### src/rtl/supply_domain_sequencer.sv
// Supply domain sequencer: releases pad-ring supply domains one by one on debounced power-good,
// powers down in reverse order, and latches brown-out / ramp-timeout faults with the domain index.
module supply_domain_sequencer #(
  parameter int N_DOMAINS       = 4,
  parameter int DEBOUNCE_CYCLES = 16,
  parameter int STEP_CYCLES     = 32,
  parameter int TIMEOUT_CYCLES  = 1024,
  parameter int CNT_W           = 11,
  localparam int IDX_W = (N_DOMAINS > 1) ? $clog2(N_DOMAINS) : 1
) (
  input  logic                 i_clock,
  input  logic                 i_reset,
  input  logic                 i_start,
  input  logic [N_DOMAINS-1:0] i_pg_async,
  output logic [N_DOMAINS-1:0] o_dom_en,
  output logic                 o_all_good,
  output logic                 o_fault,
  output logic [IDX_W-1:0]     o_fault_domain,
  output logic                 o_busy,
  output logic [2:0]           o_state_dbg
);

  typedef enum logic [2:0] {
    S_IDLE  = 3'd0,
    S_UP    = 3'd1,
    S_ON    = 3'd2,
    S_DOWN  = 3'd3,
    S_FAULT = 3'd4
  } state_t;

  localparam logic [CNT_W-1:0] DB_LAST   = CNT_W'(DEBOUNCE_CYCLES - 1);
  localparam logic [CNT_W-1:0] STEP_LAST = CNT_W'(STEP_CYCLES - 1);
  localparam logic [CNT_W-1:0] TO_LAST   = CNT_W'(TIMEOUT_CYCLES - 1);
  localparam logic [IDX_W-1:0] IDX_LAST  = IDX_W'(N_DOMAINS - 1);

  logic [N_DOMAINS-1:0] r_pg_meta;
  logic [N_DOMAINS-1:0] r_pg_s;
  logic [N_DOMAINS-1:0] r_pg_db;
  logic [CNT_W-1:0]     r_db_cnt [N_DOMAINS];
  logic [N_DOMAINS-1:0] w_pg_db;

  state_t               r_state, w_state;
  logic                 r_settle, w_settle;
  logic [IDX_W-1:0]     r_idx, w_idx;
  logic [CNT_W-1:0]     r_cnt, w_cnt;
  logic [N_DOMAINS-1:0] r_dom_en, w_dom_en;
  logic                 r_all_good, w_all_good;
  logic                 r_fault, w_fault;
  logic [IDX_W-1:0]     r_fault_domain, w_fault_domain;

  logic [N_DOMAINS-1:0] w_mon;
  logic [N_DOMAINS-1:0] w_bad;
  logic                 w_bad_any;
  logic [IDX_W-1:0]     w_bad_idx;
  logic                 w_go_fault;
  logic [IDX_W-1:0]     w_go_fault_idx;

  always_ff @(posedge i_clock or posedge i_reset) begin
    if (i_reset) begin
      r_pg_meta <= '0;
      r_pg_s    <= '0;
    end else begin
      r_pg_meta <= i_pg_async;
      r_pg_s    <= r_pg_meta;
    end
  end

  always_ff @(posedge i_clock or posedge i_reset) begin
    if (i_reset) begin
      r_pg_db <= '0;
      for (int i = 0; i < N_DOMAINS; i++) r_db_cnt[i] <= '0;
    end else begin
      for (int i = 0; i < N_DOMAINS; i++) begin
        if (!r_pg_s[i]) begin
          r_db_cnt[i] <= '0;
          r_pg_db[i]  <= 1'b0;
        end else if (!r_pg_db[i]) begin
          if (r_db_cnt[i] == DB_LAST) r_pg_db[i] <= 1'b1;
          else                        r_db_cnt[i] <= r_db_cnt[i] + CNT_W'(1);
        end
      end
    end
  end

  // Gating with the synced level gives the fast fall without waiting for the register.
  assign w_pg_db = r_pg_db & r_pg_s;

  always_comb begin
    w_mon = '0;
    for (int j = 0; j < N_DOMAINS; j++) begin
      if (r_state == S_ON)
        w_mon[j] = 1'b1;
      else if (r_state == S_UP)
        w_mon[j] = (IDX_W'(j) < r_idx) || ((IDX_W'(j) == r_idx) && r_settle);
    end
    w_bad     = w_mon & ~w_pg_db;
    w_bad_any = |w_bad;
    w_bad_idx = '0;
    for (int j = N_DOMAINS - 1; j >= 0; j--) begin
      if (w_bad[j]) w_bad_idx = IDX_W'(j);
    end
  end

  always_comb begin
    w_state        = r_state;
    w_settle       = r_settle;
    w_idx          = r_idx;
    w_cnt          = r_cnt;
    w_dom_en       = r_dom_en;
    w_all_good     = r_all_good;
    w_fault        = r_fault;
    w_fault_domain = r_fault_domain;
    w_go_fault     = 1'b0;
    w_go_fault_idx = '0;

    unique case (r_state)
      S_IDLE: begin
        if (i_start) begin
          w_state     = S_UP;
          w_settle    = 1'b0;
          w_idx       = '0;
          w_cnt       = '0;
          w_dom_en    = '0;
          w_dom_en[0] = 1'b1;
        end
      end
      S_UP: begin
        if (w_bad_any) begin
          w_go_fault     = 1'b1;
          w_go_fault_idx = w_bad_idx;
        end else if (!r_settle && !w_pg_db[r_idx] && (r_cnt == TO_LAST)) begin
          w_go_fault     = 1'b1;
          w_go_fault_idx = r_idx;
        end else if (!i_start) begin
          w_state         = S_DOWN;
          w_settle        = 1'b0;
          w_cnt           = '0;
          w_dom_en[r_idx] = 1'b0;
        end else if (!r_settle) begin
          if (w_pg_db[r_idx]) begin
            w_settle = 1'b1;
            w_cnt    = '0;
          end else begin
            w_cnt = r_cnt + CNT_W'(1);
          end
        end else if (r_cnt == STEP_LAST) begin
          w_settle = 1'b0;
          w_cnt    = '0;
          if (r_idx == IDX_LAST) begin
            w_state    = S_ON;
            w_all_good = 1'b1;
          end else begin
            w_idx           = r_idx + IDX_W'(1);
            w_dom_en[w_idx] = 1'b1;
          end
        end else begin
          w_cnt = r_cnt + CNT_W'(1);
        end
      end
      S_ON: begin
        if (w_bad_any) begin
          w_go_fault     = 1'b1;
          w_go_fault_idx = w_bad_idx;
        end else if (!i_start) begin
          w_state            = S_DOWN;
          w_all_good         = 1'b0;
          w_idx              = IDX_LAST;
          w_cnt              = '0;
          w_dom_en[IDX_LAST] = 1'b0;
        end
      end
      S_DOWN: begin
        // A returning start only takes effect on a step boundary so each step keeps its settle time.
        if (r_cnt == STEP_LAST) begin
          w_cnt = '0;
          if (i_start) begin
            w_state         = S_UP;
            w_settle        = 1'b0;
            w_dom_en[r_idx] = 1'b1;
          end else if (r_idx != '0) begin
            w_idx           = r_idx - IDX_W'(1);
            w_dom_en[w_idx] = 1'b0;
          end else begin
            w_state = S_IDLE;
          end
        end else begin
          w_cnt = r_cnt + CNT_W'(1);
        end
      end
      S_FAULT: begin
        if (!i_start) begin
          w_state        = S_IDLE;
          w_fault        = 1'b0;
          w_fault_domain = '0;
          w_idx          = '0;
          w_cnt          = '0;
        end
      end
      default: begin
        w_state = S_IDLE;
      end
    endcase

    if (w_go_fault) begin
      w_state        = S_FAULT;
      w_dom_en       = '0;
      w_all_good     = 1'b0;
      w_fault        = 1'b1;
      w_fault_domain = w_go_fault_idx;
      w_settle       = 1'b0;
      w_cnt          = '0;
    end
  end

  always_ff @(posedge i_clock or posedge i_reset) begin
    if (i_reset) begin
      r_state        <= S_IDLE;
      r_settle       <= 1'b0;
      r_idx          <= '0;
      r_cnt          <= '0;
      r_dom_en       <= '0;
      r_all_good     <= 1'b0;
      r_fault        <= 1'b0;
      r_fault_domain <= '0;
    end else begin
      r_state        <= w_state;
      r_settle       <= w_settle;
      r_idx          <= w_idx;
      r_cnt          <= w_cnt;
      r_dom_en       <= w_dom_en;
      r_all_good     <= w_all_good;
      r_fault        <= w_fault;
      r_fault_domain <= w_fault_domain;
    end
  end

  assign o_dom_en       = r_dom_en;
  assign o_all_good     = r_all_good;
  assign o_fault        = r_fault;
  assign o_fault_domain = r_fault_domain;
  assign o_busy         = (r_state == S_UP) || (r_state == S_DOWN);
  assign o_state_dbg    = r_state;

endmodule

### config.mk
export PLATFORM = sky130hd
export DESIGN_NAME = supply_domain_sequencer
export DESIGN_NICKNAME = d
export VERILOG_FILES = /design/src/rtl/supply_domain_sequencer.sv
export SDC_FILE = /design/constraint.sdc
export NUM_CORES = 1
export LEC_CHECK = 0
export CORE_MARGIN = 3
export CORE_UTILIZATION = 61
export DETAILED_ROUTE_END_ITERATION = 10
export GPL_TIMING_DRIVEN = 1
export PLACE_DENSITY = 0.8
export REMOVE_ABC_BUFFERS = 1
export SYNTH_ARGS = -nofsm -noshare
export SYNTH_HDL_FRONTEND = slang
export SYNTH_SLANG_ARGS = --single-unit
### constraint.sdc
create_clock -name i_clock -period 3.59 [get_ports i_clock]
set_input_delay 0.718 -clock i_clock [delete_from_list [all_inputs] [get_ports i_clock]]
set_output_delay 0.718 -clock i_clock [all_outputs]
set_load 0.03 [all_outputs]
==> results.tsv <==
metric	value	unit
WHS	343	ps
register area share after synthesis	45.1	%
Core Rows	30	
worst-margin pin slew	619	ps
Fmax	356	MHz
Setup crit start kind	flop	
Longest Clk Path Bufs	2	
Mapped Cells	456	
Final setup viols	0	
routed len/inst	15.7	um
Synth Area in Adders	3.06	%
drt pass-1 iters	5	
fraction of layout cells with a size suffix above 1	8.33	%
Synth Area in XOR/XNOR	7.99	%
# hold bufs at CTS	0	
P_leak	2.25	nW
CP arrival	3100	ps
syn avg cell area	9.85	um^2
CP required	3890	ps
Final period util	78.2	%
final wirelength	9030	um
Reg clk slew, reported paths	90	ps
Fin. Hold Viols	0	
final setup margin	783	ps
cts bufs inserted	9	
clk root buf	clkbuf_8	
Skew-Pair Late Insertion Delay	350	ps
Die X	91.8	um
distinct cell type count after synthesis	61	
#FFs+latches synth	81	
Nets	493	
Synth Flop Type	dfrtp_1	
PwrDens	573	nW/um^2
number of flops mapped to enable cells by yosys	0	
largest family of logic cells by synthesized area	simple AND/OR/NAND/NOR gates	
CTS tree	built	
Crit Path Category	reg -> reg	
n_diodes	0	
Vias/cell	6.06	
max_slew headroom	58.2	%
post-synthesis compound-gate area fraction	11.5	%
Hold/Removal Path Class	reg -> reg	
worst reg2reg path depth	8	
Slew Limit Fails	0	
level count of the clock H-tree	3	
Layout Area Growth over Synthesis	10.3	%
Starting Density	64.3	%
max cap viols	0	
Core Area	6980	um^2
gr usage total	22.9	%
synthesized area	4490	um^2
Die Area	8430	um^2
Peak VDD IR	0.283	mV
mux share of post-synthesis cell area	3.48	%
Congestion Overflow GR	0	
RSZ-0062 raised after global routing	no	
post-CTS sizing	0	
Final Total Pwr	2.84	mW
number of global-route vias before repair	3391	
Yosys top cell area share	45.1	%
Async SR Flop Fraction	100	%
initial antenna violation count	0	
starting DRC count in detailed routing	246	
DRT antenna net count	0	
detailed-route DRC error count	0	
worst slack, placed	662	ps
fillers	553	
hold depth	0	
crit path max fanout	8	
Synth area leader	dfrtp_1	
Tmin final	2810	ps
Post-Synth Simple-Gate Area	26.4	%
# IOs	19	
dominant cells by area after synthesis	dfrtp_1 45%, and2_1 6.1%, xnor2_1 6.0%	
Post-Route Setup TNS	0	ps
via count	3492	
status	finished, final reports clean	
DP HPWL	6140	um
Port Buffers	18	
GP Congestion	0.929	
Num Clock Sinks	81	
Syn. warnings	0	
largest net degree at the start of global routing	33	
crit path capture type	flop	
Clock Skews	12.3	ps
first-pass GRT wire length	15600	um
die extent in y	91.8	um
setup bufs post-CTS	0	
==> path summary, 6_finish.rpt <==
kind	slack, ps	to	from
setup / recovery	780	o_dom_en[1]	r_idx[0]
hold / removal	340	r_pg_s[1]	r_pg_meta[1]
setup reg to reg	780	o_dom_en[1]	r_idx[0]
hold reg to reg	340	r_pg_s[1]	r_pg_meta[1]
max in group asynchronous	2090	r_db_cnt[13]	i_reset
min in group asynchronous	720	r_db_cnt[40]	i_reset
==> worst max-delay path, stage by stage (launching register included) <==
cell	delay, ps
dfrtp_1	450
inv_1	200
ha_1	260
mux2i_1	200
a21oi_1	120
o41ai_1	570
nand2_1	320
or4_1	570
nand2_1	80
==> cell usage after synthesis (all sizes together), types with 2 or more instances <==
cell    count
a211oi      2
a21boi      4
a21oi      16
a221o       6
a22o        2
a31oi       9
a41oi       2
and2       44
and3       20
and4        3
buf         7
clkbuf     10
dfrtp      81
ha         11
inv         9
mux2        3
mux2i      10
nand2      40
nand2b      8
nand3      20
nand4       9
nor2       21
nor2b      11
nor3        2
nor4        7
nor4b       2
o211ai      2
o21ai      19
o41ai       3
or2         3
or3         6
or4         4
or4bb       2
xnor2      31
xor2       10
==> where the power goes <==
part	switching, mW	internal, mW
Combinational	0.729	0.431
Clock	0.342	0.271
Sequential	0.0724	0.995
==> routing by layer <==
layer  up-vias  wire length, um  global-route usage [%]
li1       1658                -                       -
met1      1684             3970                    31.4
met2       134             4250                    36.0
met3        16              668                    4.51
met4         0              149                    8.79
met5         -                0                       0
==> state kept, by name, indices dropped and copies added (netlist names), 2 cells and up <==
| register | count |
|---|---|
| o_fault_domain | 2 |
| r_cnt | 11 |
| r_pg_meta | 4 |
| o_state_dbg | 3 |
| r_idx | 2 |
| o_dom_en | 4 |
| r_db_cnt | 44 |
| r_pg_db | 4 |
| r_pg_s | 4 |
==> cells by family (layout without fill, tap and decap cells) <==
kind of cell,Yosys count,after routing
xor gates and xnor gates,41,41
muxes,14,14
DFF,81,81
adders and majority gates,11,11
buffers and inverters,27,51
AOI/OAI and AO/OA,76,76
and+or+nand+nor,206,206
==> placed cells by master (no fill, tap or decap), drive strengths merged, types with 2 or more instances in the layout <==
| cell | count |
|---|---|
| a211oi | 2 |
| a21boi | 4 |
| a21oi | 16 |
| a221o | 6 |
| a22o | 2 |
| a31oi | 9 |
| a41oi | 2 |
| and2 | 44 |
| and3 | 20 |
| and4 | 3 |
| buf | 7 |
| clkbuf | 10 |
| clkdlybuf4s50 | 18 |
| clkinv | 7 |
| dfrtp | 81 |
| ha | 11 |
| inv | 8 |
| mux2 | 3 |
| mux2i | 10 |
| nand2 | 40 |
| nand2b | 8 |
| nand3 | 20 |
| nand4 | 9 |
| nor2 | 21 |
| nor2b | 11 |
| nor3 | 2 |
| nor4 | 7 |
| nor4b | 2 |
| o211ai | 2 |
| o21ai | 19 |
| o41ai | 3 |
| or2 | 3 |
| or3 | 6 |
| or4 | 4 |
| or4bb | 2 |
| xnor2 | 31 |
| xor2 | 10 |
==> through the flow <==
step           area (um^2)  std cells  utilization [%]
3_3_place_gp          4770        560             68.4
5_1_grt               4960        576             71.0
4_1_cts               4960        576             71.0
6_report              4960        576             71.0
2_1_floorplan         4420        439                -
3_5_place_dp          4770        560             68.4
==> layout make-up <==
class                      instances  area (um^2)  area share [%]
sequential                        81         2030            40.9
clock buffer                      10          138            2.78
timing repair buffer              25          233            4.70
inverter                          10         38.8           0.783
tap                               96          120            2.42
multi-input combinational        348         2360            47.5
clock inverter                     6         43.8           0.884
(Power assumes the default switching activity.)
